<file path="src/rtl/ad_capture_pkg.sv">
`default_nettype none
// ============================================================================
// Module   : ad_capture_pkg
// Brief    : Shared state encoding and default sizes for the ADC frame capture.
// Revision : 1.0 - initial release
// ============================================================================
package ad_capture_pkg;

    typedef enum logic [1:0] {
        IDLE    = 2'd0,
        CAPTURE = 2'd1,
        DONE    = 2'd2
    } cap_state_t;

    localparam int AD_DATA_W = 12;
    localparam int AD_DEPTH  = 256;

endpackage : ad_capture_pkg
`default_nettype wire

</file>
<file path="src/rtl/ad_capture_ram.sv">
`default_nettype none
// ============================================================================
// Module   : ad_capture_ram
// Brief    : Simple dual-port frame buffer, one write port, registered read.
// Revision : 1.0 - initial release
// ============================================================================
module ad_capture_ram #(
    parameter int DATA_W = 12,
    parameter int DEPTH  = 256,
    parameter int AW     = 8
) (
    input  logic              clk_20b,
    input  logic              wr_en,
    input  logic [AW-1:0]     wr_addr,
    input  logic [DATA_W-1:0] wr_data,
    input  logic [AW-1:0]     rd_addr,
    output logic [DATA_W-1:0] rd_data
);

    // No reset on the array or read register so block RAM can be inferred.
    logic [DATA_W-1:0] r_mem [DEPTH];
    logic [DATA_W-1:0] r_rd_data;

    always_ff @(posedge clk_20b) begin
        if (wr_en) begin
            r_mem[wr_addr] <= wr_data;
        end
        r_rd_data <= r_mem[rd_addr];
    end

    assign rd_data = r_rd_data;

endmodule : ad_capture_ram
`default_nettype wire

</file>
<file path="src/rtl/ad_sample_capture.sv">
`default_nettype none
// ============================================================================
// Module   : ad_sample_capture
// Brief    : Strobe-timed capture of one ADC frame with running min/max.
// Revision : 1.0 - initial release
// ============================================================================
import ad_capture_pkg::*;

module ad_sample_capture #(
    parameter int DATA_W = AD_DATA_W,
    parameter int DEPTH  = AD_DEPTH,
    parameter int AW     = 8
) (
    input  logic              clk_20b,
    input  logic              rst_n,
    input  logic              ad_clk,
    input  logic [DATA_W-1:0] ad_data,
    input  logic              start,
    input  logic              abort,
    output logic              busy,
    output logic              done,
    output logic [DATA_W-1:0] max_val,
    output logic [DATA_W-1:0] min_val,
    input  logic [AW-1:0]     rd_addr,
    output logic [DATA_W-1:0] rd_data
);

    localparam logic [AW-1:0] C_LAST_ADDR = AW'(DEPTH - 1);

    cap_state_t        r_state;
    cap_state_t        w_state_next;
    logic              r_ad_clk_q;
    logic              r_ad_clk_qq;
    logic [DATA_W-1:0] r_ad_data_q;
    logic [AW-1:0]     r_wr_ptr;
    logic [DATA_W-1:0] r_max;
    logic [DATA_W-1:0] r_min;
    logic              r_rd_live;
    logic [DATA_W-1:0] w_ram_q;
    logic              w_rise;
    logic              w_start_ok;
    logic              w_wr_en;

    always_ff @(posedge clk_20b or negedge rst_n) begin
        if (!rst_n) begin
            r_ad_clk_q  <= 1'b0;
            r_ad_clk_qq <= 1'b0;
            r_ad_data_q <= '0;
        end else begin
            r_ad_clk_q  <= ad_clk;
            r_ad_clk_qq <= r_ad_clk_q;
            r_ad_data_q <= ad_data;
        end
    end

    assign w_rise     = r_ad_clk_q & ~r_ad_clk_qq;
    assign w_start_ok = start && (r_state != CAPTURE);
    // Abort takes priority over a coincident sample, so that sample is dropped.
    assign w_wr_en    = (r_state == CAPTURE) && w_rise && !abort;

    always_ff @(posedge clk_20b or negedge rst_n) begin
        if (!rst_n) begin
            r_state <= IDLE;
        end else begin
            r_state <= w_state_next;
        end
    end

    always_comb begin
        w_state_next = r_state;
        case (r_state)
            IDLE: begin
                if (start) w_state_next = CAPTURE;
            end
            CAPTURE: begin
                if (abort) begin
                    w_state_next = IDLE;
                end else if (w_rise && (r_wr_ptr == C_LAST_ADDR)) begin
                    w_state_next = DONE;
                end
            end
            DONE: begin
                if (start) w_state_next = CAPTURE;
            end
            default: w_state_next = IDLE;
        endcase
    end

    always_ff @(posedge clk_20b or negedge rst_n) begin
        if (!rst_n) begin
            r_wr_ptr <= '0;
            r_max    <= '0;
            r_min    <= '0;
        end else if (w_start_ok) begin
            r_wr_ptr <= '0;
            r_max    <= '0;
            r_min    <= '1;
        end else if (w_wr_en) begin
            r_wr_ptr <= r_wr_ptr + AW'(1);
            if (r_ad_data_q > r_max) r_max <= r_ad_data_q;
            if (r_ad_data_q < r_min) r_min <= r_ad_data_q;
        end
    end

    // The RAM read register has no reset; hold rd_data at zero until it has
    // been clocked at least once out of reset.
    always_ff @(posedge clk_20b or negedge rst_n) begin
        if (!rst_n) begin
            r_rd_live <= 1'b0;
        end else begin
            r_rd_live <= 1'b1;
        end
    end

    ad_capture_ram #(
        .DATA_W (DATA_W),
        .DEPTH  (DEPTH),
        .AW     (AW)
    ) u_ram (
        .clk_20b (clk_20b),
        .wr_en   (w_wr_en),
        .wr_addr (r_wr_ptr),
        .wr_data (r_ad_data_q),
        .rd_addr (rd_addr),
        .rd_data (w_ram_q)
    );

    assign busy    = (r_state == CAPTURE);
    assign done    = (r_state == DONE);
    assign max_val = r_max;
    assign min_val = r_min;
    assign rd_data = r_rd_live ? w_ram_q : '0;

endmodule : ad_sample_capture
`default_nettype wire

</file>
<file path="config.mk">
export PLATFORM = sky130hd
export DESIGN_NAME = ad_sample_capture
export DESIGN_NICKNAME = d
export VERILOG_FILES = /design/src/rtl/ad_capture_pkg.sv /design/src/rtl/ad_capture_ram.sv /design/src/rtl/ad_sample_capture.sv
export SDC_FILE = /design/constraint.sdc
export NUM_CORES = 2
export LEC_CHECK = 0
export CAP_MARGIN = 40
export CORE_UTILIZATION = 30
export CTS_BUF_LIST = sky130_fd_sc_hd__clkbuf_8
export DETAILED_ROUTE_END_ITERATION = 8
export PLACE_DENSITY_LB_ADDON = 0.08
export SYNTH_ARGS = -nofsm -noshare
export SYNTH_HDL_FRONTEND = slang
export SYNTH_SLANG_ARGS = --single-unit
</file>
<file path="constraint.sdc">
create_clock -name clk_20b -period 5.9 [get_ports clk_20b]
set_input_delay 1.77 -clock clk_20b [delete_from_list [all_inputs] [get_ports clk_20b]]
set_output_delay 1.77 -clock clk_20b [all_outputs]
set_load 0.02 [all_outputs]
</file>
## Word level (Yosys, flattened, before mapping)

Memory sizes are Yosys's and may differ from the RTL's. A register that Yosys moved wholly into a read port is not among the register bits.
Cells that the tools add are included.
Widths: inputs -> output; s select.

- Flip-flop bits (word level): 49
- RAM bits: 3,072
- Input bits: 25
- Output and inout bits: 38
- Word-level logic and storage cells: 48
- Memories: 1

- $add $sub $neg: 1
- Order comparisons: 2
- Eq/ne operators: 6
- Mux-type cells: 15
- Bitwise logic cells: 2
- Reduce and logical (&&, ||, !) cells: 13

Memory list:

| name | depth | bits a word | read ports | clocked after Yosys merged registers in | wr ports | line | RTL |
|---|---|---|---|---|---|---|---|
| u_ram.r_mem | 256 | 12 | 1 | 1 | 1 | ad_capture_ram.sv:21 | `logic [DATA_W-1:0] r_mem [DEPTH];` |

Operators by type and width:

| kind | count |
|---|---|
| $mux 12 | 7 |
| $mux 8 | 2 |
| $gt 12x12->1 | 1 |
| $lt 12x12->1 | 1 |
| $add 8x1->8 const B | 1 |
| $eq 8x8->1 const B | 1 |
| $mux 2 | 3 |
| $reduce_and 2->1 | 3 |
| $reduce_bool 2->1 | 3 |
| $logic_and 1x1->1 | 4 |
| $ne 2x1->1 const B | 2 |
| $pmux 2 s2 | 1 |
| $ne 3x2->1 const B | 1 |
| $eq 2x1->1 const B | 1 |
| $eq 2x2->1 const B | 1 |
| $logic_not 2->1 | 1 |
| $mux 1 | 2 |
| $reduce_or 2->1 | 1 |
| $and 1x1->1 | 1 |
| $logic_not 1->1 | 1 |
| $not 1->1 | 1 |

## Logic depth before layout (Yosys ltp)

- Depth in word-level cells: 6
- Gate-level depth with buffers: 14
- Gate-level depth less buffers: 9

## Modules after synthesis

Synthesis repeated with hierarchy kept, for this count alone.

- Cells, all modules: 5,759
- Area, all modules: 121,231.3 µm²

Modules (own cells, without submodules):

| module | times used | cells an instance | area each (µm²) | seq. area each (µm²) |
|---|---|---|---|---|
| ad_capture_ram | 1 | 5,506 | 118,632.5 | 92,488.7 |
| ad_sample_capture | 1 | 253 | 2,598.7 | 1,226.2 |

## Worst setup path after synthesis

OpenSTA, ideal clock, no wires.

- Path type: reg2reg
- From: register r_ad_data_q[5]
- To: register r_max[10], in the netlist max_val[10]
- Setup time: 0.142 ns
- Arrival: 5.365 ns
- Data required time: 5.758 ns
- Slack: 0.393 ns
- Stages on the path, launching flop included: 9
- Path buffers: 1
- Period minus slack after synthesis: 5.507 ns
- Path through: dfrtp_1 > ha_1 > a21o_1 > a21o_1 > a21oi_1 > o221ai_1 > o211ai_1 > clkbuf_1 > mux2_2

- Word-level cells in the longest chain between the ends: 3

RTL lines:

| item | line | RTL |
|---|---|---|
| start: declaration | ad_sample_capture.sv:34 | `logic [DATA_W-1:0] r_ad_data_q;` |
| start signal: assignment | ad_sample_capture.sv:52 | `r_ad_data_q <= ad_data;` |
| $gt 12x12->1 | ad_sample_capture.sv:100 | `if (r_ad_data_q > r_max) r_max <= r_ad_data_q;` |
| $reduce_bool 2->1 (no line) | - |  |
| $reduce_and 2->1 (no line) | - |  |
| end signal: assignment | ad_sample_capture.sv:100 |  |
| end: declaration | ad_sample_capture.sv:36 | `logic [DATA_W-1:0] r_max;` |

Every way passes these cells.
A chain may end at the register's enable or synchronous reset.

## Worst setup path after layout

- From: register r_rd_live
- To: output rd_data[9]

- Word-level cells in the longest chain between the ends: 1

RTL lines:

| item | line | RTL |
|---|---|---|
| start: declaration | ad_sample_capture.sv:38 | `logic r_rd_live;` |
| start signal: assignment | ad_sample_capture.sv:109 | `r_rd_live <= 1'b0;` |
| start signal: assignment | ad_sample_capture.sv:111 | `r_rd_live <= 1'b1;` |
| $mux 12 | ad_sample_capture.sv:132 | `assign rd_data = r_rd_live ? w_ram_q : '0;` |
| end: declaration | ad_sample_capture.sv:25 | `output logic [DATA_W-1:0] rd_data` |

Every way passes these cells.

==> out/results.txt <==
Share of cells above drive strength 1 -> 30.11%
Max IR drop VDD -> 0.0002036 V
Worst hold path type -> reg2reg
Netlist Area Pre-Place -> 0.1217 mm²
Syn-to-layout area delta -> 17.54%
CP bufs+invs -> 2
Vias -> 60840
Setup Buffers After CTS -> 0
# hold bufs at CTS -> 0
RSZ-0062 raised after global routing -> no
DR DRC count -> 0
CTS tree -> done
WP depth -> 3
Detailed placement HPWL -> 246.3 mm
Netlist cell types -> 61
Final hold vios -> 0
Worst slack at placement -> 289.3 ps
DR WL/cell -> 31.23 µm
Total CTS buffers -> 574
Crit. End Element -> output pin
Clk_skew -> 85.38 ps
Synth Register Bits -> 3133
Max Slew Vio Count -> 0
Clk Tree Root Cell -> clkbuf_8
Vias per inst -> 4.897
# fillers -> 37600
Post-DP Area -> 0.1329 mm²
Die Width -> 638.9 µm
Vias in the first global route -> 64000
Syn_nets -> 5700
Nets -> 6626
Global-route wire length before repair -> 533.7 mm
# setup viols final -> 0
CTS sink cnt -> 3133
CP Class -> reg2out
R2R depth -> 7
Clock buffer depth -> 4
Synth area leaders -> edfxtp_1 (76%), mux4_2 (13%), mux2i_1 (2.5%)
Initial Util -> 30.19%
Buffers on Ports -> 62
Synth warn -> 0
Initial antenna violation count -> 37
Post-route antenna net violation count -> 0
CTS clk-pin slew, worst paths -> 60 ps
CP arrival -> 2880 ps
Req. time, crit path -> 4130 ps
FMAX -> 215.0 MHz
DRT Wirelength -> 387.9 mm
Max_cap viols -> 0
PostCTS Resize Cnt -> 0
Finished Cell Area -> 0.1431 mm²
Final setup TNS -> 0 ps
Met1 Usage GRT -> 26.15%
Busiest layer in global routing -> met2
Synth area leader -> edfxtp_1
Row count -> 233
Number of synthesized flops with an enable pin -> 3072
Fin crit share -> 78.83%
GR Util met2 -> 30.75%
Placeable Area -> 0.4032 mm²
Top-area cell type share of the netlist area -> 75.79%
Die area -> 0.4083 mm²
H-tree Lvls -> 6
Worst-Skew Late Latency -> 1170 ps
Critical Path Start Type -> flip-flop
Leak -> 46.63 nW
Largest net degree at the start of global routing -> 146
Synth Instances -> 5648
Crit-path slowest cell -> clkdlybuf4s50_1
Most common flop cell mapped by yosys -> edfxtp_1
Met3 usage -> 2.866%
GRT overflow -> 0
Slew HR -> 34.05%
CP Max Fanout -> 11
GRT Overall Usage -> 18.76%
Slew @ Worst Pin -> 964.3 ps
Status -> finished clean
Fin crit period -> 4651 ps
Crit-path max cell delay -> 700 ps
GPL Wtd Cong -> 0.7883
Final WS setup -> 1249 ps
CP delay by family, top -> buffers and inverters
Worst Hold Depth -> 0
Die height -> 638.9 µm
Avg Cell Area, Syn -> 21.55 µm²
Drt pass-1 iters -> 8
Async set or reset register ratio after synthesis -> 1.564%
PD cells -> 320.6 mW/mm²
Sequential share of the synthesized area -> 77.00%
Io pins -> 63
Worst-path cell chain -> buf_16 -> and2_1 -> clkdlybuf4s50_1
DRT iter0 DRCs -> 5411
==> cell type report <==
| type | instances | area [µm²] | share of cell area [%] |
|---|---|---|---|
| diodes | 10 | 25.02 | 0.01749 |
| clock buffers | 584 | 8038 | 5.619 |
| clock inverters | 426 | 2082 | 1.455 |
| inverters | 30 | 117.6 | 0.08222 |
| multi-input cells | 2169 | 26100 | 18.25 |
| flip-flops and latches | 3133 | 93760 | 65.54 |
| well taps | 5405 | 6763 | 4.727 |
| repair buffers | 666 | 6168 | 4.312 |
==> path summary, 6_finish.rpt <==
kind                             start            endpoint  slack, ps
max                          r_rd_live          rd_data[9]       1250
min                         r_ad_clk_q         r_ad_clk_qq        390
max reg2reg                r_ad_clk_qq  u_ram.r_mem[18][7]       2390
min reg2reg                 r_ad_clk_q         r_ad_clk_qq        390
max in group asynchronous        rst_n     r_ad_data_q[11]       4370
min in group asynchronous        rst_n          min_val[1]        590
==> state kept, by name (all words and copies together) (netlist names) <==
signal         count
max_val           12
min_val           12
r_ad_clk_q         1
r_ad_clk_qq        1
r_ad_data_q       12
r_rd_live          1
r_state            2
r_wr_ptr           8
u_ram.r_mem     3072
u_ram.rd_data     12
==> stage by stage <==
stage / utilization, % / instances / power, W / hold slack, ps
2_1_floorplan: - / 5648 / 0.02643 / 354.6
3_3_place_gp: 32.76 / 11350 / 0.02761 / 368.2
3_5_place_dp: 32.97 / 11400 / 0.02767 / 379.6
4_1_cts: 35.47 / 12410 / 0.04665 / 390.1
5_1_grt: 35.48 / 12410 / 0.04759 / 399.6
6_report: 35.48 / 12420 / 0.04586 / 390.1
==> synth_stat cells, drive strengths merged (33+ instances only) <==
cell,n
nand2,176
nor3,45
clkbuf,87
a21oi,78
mux4,740
nor2,336
dfrtp,49
edfxtp,3072
o22ai,33
a22oi,99
mux2i,305
nand3,45
buf,229
==> kinds of logic after synthesis <==
| family | after synthesis | synth area share, % |
|---|---|---|
| adders and majority gates | 27 | 0.2776 |
| buffers and inverters | 346 | 1.704 |
| DFF | 3133 | 77.00 |
| xor gates and xnor gates | 6 | 0.04318 |
| muxes | 1064 | 16.41 |
| and+or+nand+nor | 721 | 2.611 |
| other | 1 | 0.003081 |
| AOI/OAI and AO/OA | 350 | 1.947 |
==> power by group <==
group          switching [W]  internal, W
registers          0.0000854       0.0245
logic                0.00164     0.000923
clock network        0.00935      0.00938
==> placed cells by master, fill, tap and decap left out, types with 8 or more instances in the layout <==
cell type        synthesis  routed
nand3_1                 45      41
ha_1                    27      27
diode_2                  0      10
and2_1                  16      16
a31oi_1                  9       8
o211ai_1                13      13
inv_8                    0      13
buf_12                   2      51
mux4_2                 728     728
a21o_1                   8       8
a22oi_1                 99      99
a211oi_1                27      27
dfxtp_1                 12      12
nand2_1                176     164
nand2b_1                23      23
clkinv_1                 0     119
dfrtp_1                 49      37
a22o_1                  10      10
a21oi_1                 78      78
buf_8                    5      11
buf_16                   0      16
clkbuf_8                 0     585
mux4_1                  12      12
clkinvlp_4               0      11
clkinv_2                 0      48
dfrtp_4                  0      12
edfxtp_1              3072    3072
nor2b_1                 22      17
o21ai_0                 30      30
mux2_2                  19      19
a221oi_1                19      19
inv_1                   29     232
inv_6                    0      22
nor2_1                 335     331
clkdlybuf4s50_1          0      54
nand4_1                 12      12
mux2i_1                305     305
buf_4                   77     523
o22ai_1                 33      33
nor3_1                  45      44
==> routing by layer <==
layer	wire length (µm)	vias up	share of wire [%]
li1	-	25510	-
met1	173600	33120	45
met2	187100	1670	48
met3	18730	545	4.8
met4	8494	0	2.2
met5	0	-	0
Power figures use the tool's default switching activity.
